===== config.mk =====
export PLATFORM = sky130hd
export DESIGN_NAME = uart_tx_queue
export DESIGN_NICKNAME = d
export VERILOG_FILES = /design/src/rtl/uart_txq_pkg.sv /design/src/rtl/uart_tx_queue_fifo.sv /design/src/rtl/uart_tx_queue.sv
export SDC_FILE = /design/constraint.sdc
export NUM_CORES = 1
export LEC_CHECK = 0
export BUFFER_PORTS_ARGS = -buffer_cell sky130_fd_sc_hd__clkbuf_2
export CAP_MARGIN = 40
export CORE_MARGIN = 3
export CORE_UTILIZATION = 24
export CTS_BUF_LIST = sky130_fd_sc_hd__clkbuf_16
export CTS_CLUSTER_DIAMETER = 30
export DETAILED_ROUTE_END_ITERATION = 10
export GPL_TIMING_DRIVEN = 0
export PLACE_DENSITY = 0.47
export SETUP_SLACK_MARGIN = 0.2
export SYNTH_ARGS = -nofsm -noshare
export SYNTH_HDL_FRONTEND = slang
export SYNTH_SLANG_ARGS = --single-unit

===== constraint.sdc =====
create_clock -name clock -period 3.7 [get_ports clock]
set_input_delay 0.37 -clock clock [delete_from_list [all_inputs] [get_ports clock]]
set_output_delay 0.37 -clock clock [all_outputs]
set_load 0.03 [all_outputs]

===== src/rtl/uart_txq_pkg.sv =====
// Shared types and defaults for the UART transmit byte queue.
// Optional done-wait watchdog is enabled with UART_TXQ_TIMEOUT_EN.
package uart_txq_pkg;

  typedef enum logic [1:0] {
    IDLE = 2'd0,
    SEND = 2'd1,
    GAP  = 2'd2
  } txq_state_t;

  localparam int TXQ_DEPTH   = 16;
  localparam int TXQ_DATA_W  = 8;
  localparam int TXQ_GAP     = 4;
  localparam int TXQ_TIMEOUT = 2000000;

  // Counter width that still holds n-1, never narrower than one bit.
  function automatic int txq_w(input int n);
    return (n < 2) ? 1 : $clog2(n);
  endfunction

endpackage


===== src/rtl/uart_tx_queue_fifo.sv =====
// Synchronous FIFO for the transmit queue: storage, wrapping pointers,
// occupancy count, full/empty flags and a push-while-full strobe.
module txq_fifo
  import uart_txq_pkg::*;
#(
  parameter int DEPTH      = TXQ_DEPTH,
  parameter int DATA_WIDTH = TXQ_DATA_W,
  localparam int PW        = $clog2(DEPTH),
  localparam int CW        = PW + 1
) (
  input  logic                  clock,
  input  logic                  reset,
  input  logic                  wr_en,
  input  logic [DATA_WIDTH-1:0] wr_data,
  input  logic                  rd_en,
  output logic [DATA_WIDTH-1:0] rd_data,
  output logic                  full,
  output logic                  empty,
  output logic [CW-1:0]         count,
  output logic                  ovf_stb
);

  logic [DATA_WIDTH-1:0] mem [DEPTH];
  logic [PW-1:0]         wr_ptr;
  logic [PW-1:0]         rd_ptr;
  logic                  push;
  logic                  pop;

  assign full    = (count == CW'(DEPTH));
  assign empty   = (count == '0);
  // full is taken before any same-cycle pop, so a push at full is dropped
  assign push    = wr_en && !full;
  assign pop     = rd_en && !empty;
  assign ovf_stb = wr_en && full;
  assign rd_data = mem[rd_ptr];

  always_ff @(posedge clock) begin
    if (push) mem[wr_ptr] <= wr_data;
  end

  always_ff @(posedge clock or posedge reset) begin
    if (reset) begin
      wr_ptr <= '0;
      rd_ptr <= '0;
      count  <= '0;
    end else begin
      if (push) wr_ptr <= wr_ptr + PW'(1);
      if (pop)  rd_ptr <= rd_ptr + PW'(1);
      unique case ({push, pop})
        2'b10:   count <= count + CW'(1);
        2'b01:   count <= count - CW'(1);
        default: count <= count;
      endcase
    end
  end

endmodule


===== src/rtl/uart_tx_queue.sv =====
// Transmit byte queue with send/done handshake toward the UART.
// Define UART_TXQ_TIMEOUT_EN to add the done-wait watchdog and timeout flag.
module uart_tx_queue
  import uart_txq_pkg::*;
#(
  parameter int DEPTH          = TXQ_DEPTH,
  parameter int DATA_WIDTH     = TXQ_DATA_W,
  parameter int GAP_CYCLES     = TXQ_GAP
`ifdef UART_TXQ_TIMEOUT_EN
  ,
  parameter int TIMEOUT_CYCLES = TXQ_TIMEOUT
`endif
) (
  input  logic                      clock,
  input  logic                      reset,
  input  logic                      wr_en,
  input  logic [DATA_WIDTH-1:0]     wr_data,
  output logic                      full,
  output logic                      empty,
  output logic [$clog2(DEPTH):0]    count,
  output logic                      overflow,
  output logic                      send_tx,
  output logic [DATA_WIDTH-1:0]     message,
  input  logic                      uart_done,
  output logic                      busy
`ifdef UART_TXQ_TIMEOUT_EN
  ,
  output logic                      timeout
`endif
);

  localparam int GW       = txq_w(GAP_CYCLES + 1);
  localparam int GAP_LAST = (GAP_CYCLES > 0) ? GAP_CYCLES - 1 : 0;

  txq_state_t            state;
  txq_state_t            state_d;
  logic [GW-1:0]         gap_cnt;
  logic                  gap_done;
  logic                  uart_done_q;
  logic                  done_rise;
  logic                  pop;
  logic                  ovf_stb;
  logic [DATA_WIDTH-1:0] head;

  txq_fifo #(
    .DEPTH      (DEPTH),
    .DATA_WIDTH (DATA_WIDTH)
  ) u_fifo (
    .clock   (clock),
    .reset   (reset),
    .wr_en   (wr_en),
    .wr_data (wr_data),
    .rd_en   (pop),
    .rd_data (head),
    .full    (full),
    .empty   (empty),
    .count   (count),
    .ovf_stb (ovf_stb)
  );

  // A done level already high on SEND entry must not end the frame.
  assign done_rise = uart_done && !uart_done_q;
  assign gap_done  = (gap_cnt == GW'(GAP_LAST));
  assign send_tx   = (state == SEND);
  assign busy      = (state != IDLE);

`ifdef UART_TXQ_TIMEOUT_EN
  localparam int TW = txq_w(TIMEOUT_CYCLES);

  logic [TW-1:0] to_cnt;
  logic          to_hit;

  assign to_hit = (to_cnt == TW'(TIMEOUT_CYCLES - 1));

  always_ff @(posedge clock or posedge reset) begin
    if (reset) begin
      to_cnt  <= '0;
      timeout <= 1'b0;
    end else begin
      if (state == SEND && state_d == SEND) to_cnt <= to_cnt + TW'(1);
      else                                  to_cnt <= '0;
      if (state == SEND && !done_rise && to_hit) timeout <= 1'b1;
    end
  end
`endif

  always_comb begin
    state_d = state;
    pop     = 1'b0;
    unique case (state)
      IDLE: begin
        if (!empty) begin
          pop     = 1'b1;
          state_d = SEND;
        end
      end
      SEND: begin
        if (done_rise) state_d = GAP;
`ifdef UART_TXQ_TIMEOUT_EN
        else if (to_hit) state_d = GAP;
`endif
      end
      GAP: begin
        if (gap_done) state_d = IDLE;
      end
      default: state_d = IDLE;
    endcase
  end

  always_ff @(posedge clock or posedge reset) begin
    if (reset) begin
      state       <= IDLE;
      gap_cnt     <= '0;
      message     <= '0;
      uart_done_q <= 1'b0;
      overflow    <= 1'b0;
    end else begin
      state       <= state_d;
      uart_done_q <= uart_done;
      if (pop)     message  <= head;
      if (ovf_stb) overflow <= 1'b1;
      if (state == GAP && state_d == GAP) gap_cnt <= gap_cnt + GW'(1);
      else                                gap_cnt <= '0;
    end
  end

endmodule


==> key figures <==
GRT
  – Vias in the first global route: 3,435
  – Final global-route overflow total: 0
  – First-pass GRT wire length: 21,100 µm
  – Largest net degree at the start of global routing: 17
  – Number of antenna violations at the first check in global routing: 0
  – Global Route Usage Sum: 10.2%

STA
  – Final Skew: 0.00796 ns
  – RSZ-0062 raised after global routing: no
  – Fin crit period: 3.07 ns
  – Max Freq: 326 MHz
  – Final worst-path cycle share: 83.0%
  – Slew of the pin with the lowest slew margin: 0.878 ns
  – Final worst slack: 0.629 ns
  – Setup TNS: 0 ns
  – Setup Viol. Count Final: 0
  – Slew headroom: 41.3%
  – Final hold slack: -0.00657 ns
  – Pins Over Slew Limit: 0
  – Final hold vios: 12

Flow run
  – Max Cap Viol: 0

Critical path
  – Critical Path Start Type: flip-flop
  – R2R setup slack: 0.63 ns
  – Crit path arrival time: 3.42 ns
  – Crit path from: u_fifo.count[1]
  – Reg-to-reg endpoint: u_fifo.count[4]
  – Depth of the most critical reg-to-reg path: 12
  – Worst Setup EP: u_fifo.count[4]
  – CP endpoint kind: flip-flop
  – Worst path max stage delay: 0.51 ns
  – Critical path's slowest cell: nor4_2
  – Worst endpoint required time: 4.05 ns
  – RR Startpoint: u_fifo.count[1]
  – Crit path kind: flip-flop to flip-flop
  – Worst path cell trace: nor4_2 > a21o_1 > buf_2 > inv_2 > ha_1 > clkbuf_1 > xor2_1 > ha_1 > o21a_1 > o21a_1 > o32ai_1 > xnor2_1
  – Highest net fanout along the worst path: 10

CTS
  – CTS tree: yes
  – Post-CTS sizing: 0
  – Post-cts hold buffer count: 0
  – Htree depth: 4
  – Clock root buffer: clkbuf_16
  – # clock sinks: 156
  – Clock Pin Slew Worst Setup and Hold Paths: 0.06 ns
  – Clock buffer depth: 2
  – Worst-skew pair later-pin latency: 0.43 ns
  – Post-CTS Setup Bufs: 0
  – Num CTS Buffers: 17

Yosys
  – Synth Area in Compound Gates: 4.54%
  – Post-synth top flop: edfxtp_1
  – Largest family of logic cells by synthesized area: multiplexers
  – Syn_area_per_cell: 18.5 µm²
  – Fraction of registers with async set/reset: 17.9%
  – YS warnings: 0
  – Top cells by count, synth: edfxtp_1 (128), dfrtp_1 (28), mux4_2 (24)
  – Synth Cell Area: 0.00636 mm²
  – Seq/Total Area, Yosys: 71.4%
  – EDFF count, synth: 128
  – Multiplexer share of the synthesized area: 13.2%
  – Synth Area in XOR/XNOR: 1.65%
  – Net count after synthesis: 367
  – Post-synthesis adder-cell area fraction: 2.16%
  – Dominant cell type by area after synthesis: edfxtp_1
  – Simple-gate share of the synthesized area: 4.54%
  – Post-synth cell types: 42
  – Most frequent cell after synthesis: edfxtp_1
  – Mapped Cells: 344
  – Largest cells by area after synthesis: edfxtp_1 (60%), dfrtp_1 (11%), mux4_2 (8.5%)
  – Post-synth top area share: 60.4%
  – FF+latch count, synth: 156

Route
  – Post-DR vias/cell: 4.41
  – Routed len/inst: 18.8 µm
  – Via count: 3,274
  – DR DRC count: 0
  – Final wirelength: 13,900 µm
  – Post-route ant nets: 0
  – 1st-pass router iterations: 4
  – DR iter-0 viols: 173

Floorplanning
  – Die ar.: 0.0285 mm²
  – Die height: 169 µm
  – Rows: 58
  – Core footprint: 0.0256 mm²
  – Die Span X: 169 µm
  – Ports: 30
  – Initial Util: 24.8%

Outcome
  – Status: complete, but fails checks
  – Failing checks: negative hold slack

Power
  – Comb pwr share: 34.9%
  – Part of the power in registers: 38.6%
  – Leak: 0.00265 µW
  – Psw: 2090 µW
  – Clock power share: 26.5%
  – Power Density: 802 mW/mm²
  – Cell-internal power: 3950 µW
  – Max IR drop VDD: 0.522 mV
  – Switch share: 34.6%

Cells and area
  – Layout Nets: 422
  – Area grow syn2layout: 18.4%
  – Share of cells above drive strength 1: 26.5%
  – Antenna Cells: 0

Placement
  – GPL Wtd Cong: 0.728
  – Dpl hpwl: 9520 µm
  – Pre-CTS setup slack: 0.621 ns
  – Port Buffers: 29

Worst hold path
  – HP Class: input port to asynchronous set/reset pin
==> worst max-delay path: cells and delay by family, from the launching register on <==
family,cells,cell delay (ns)
AND/OR/NAND/NOR,1,0.51
AO/OA/AOI/OAI,4,0.70
buffers and inverters,3,0.51
XOR/XNOR,2,0.34
adder cells (fa/ha/maj),2,0.45
flip-flops,1,0.48
==> layer usage <==
layer / GRT usage, % / wire length (µm) / share of wire (%) / vias to the layer above
met5: 0 / 0 / 0 / -
met4: 2.45 / 58 / 0.42 / 0
met3: 3.34 / 510 / 3.7 / 4
met2: 16.1 / 6870 / 49 / 63
met1: 13.6 / 6510 / 47 / 1744
li1: - / - / - / 1463
==> metrics by stage <==
stage | instance area [µm²] | power [µW] | utilization (%) | instances | hold WS [ns]
6_report | 7530 | 6040 | 29.4 | 742 | -0.00657
5_1_grt | 7530 | 6360 | 29.4 | 742 | 0.0256
4_1_cts | 7530 | 6130 | 29.4 | 742 | 0.00139
3_5_place_dp | 7000 | 4520 | 27.3 | 710 | 0.441
3_3_place_gp | 6920 | 4450 | 27.0 | 703 | 0.419
2_1_floorplan | 6360 | 3870 | - | 344 | 0.401
==> worst min-delay path by stage <==
stage,from,end,slack [ns],cells past startpoint
after floorplan,uart_done,uart_done_q,0.40,0
after global routing,reset,state[1],0.03,2
after detailed placement,gap_cnt[0],gap_cnt[0],0.44,1
final,reset,overflow,-0.007,2
after global placement,gap_cnt[0],gap_cnt[0],0.42,1
after CTS,reset,uart_done_q,0.001,2
==> sequential cells by signal, summed over array words and instances, names as in the netlist <==
register and cells:
overflow 1, u_fifo.mem 128, uart_done_q 1, state 2
message 8, u_fifo.rd_ptr 4, u_fifo.count 5, gap_cnt 3
u_fifo.wr_ptr 4
==> cell families (layout without fill, tap and decap cells) <==
family / Yosys count / after routing
compound gates: 39 / 39
xor+xnor: 12 / 12
fa+ha+maj: 11 / 11
buf+inv: 29 / 97
flops: 156 / 156
mux: 41 / 41
simple gates: 56 / 56
==> cell usage in the layout (no fill, tap or decap), types with 10 or more instances in the layout <==
master	instances
edfxtp_1	128
nand2_1	10
mux4_2	24
dfrtp_1	28
ha_1	11
nor2_1	18
nor2b_1	10
a21oi_1	10
clkbuf_2	29
clkbuf_16	17
==> area by class of cell <==
class                   instances  area [µm²]
clock buffers                  17         425
flip-flops and latches        156        4540
repair buffers                 36         218
multi-input cells             159        1660
fillers                      2527       18100
plain buffers                  20         124
inverters                       9        33.8
clock inverters                15         114
well taps                     330         413
==> power by group through the flow <==
stage	clock network [µW]	registers, µW	logic, µW
floorplan	0	2470	1400
global placement	0	2360	2100
detailed placement	0	2370	2150
CTS	1640	2340	2150
global route	1720	2360	2280
finish	1600	2330	2110
Power figures use the tool's default switching activity.
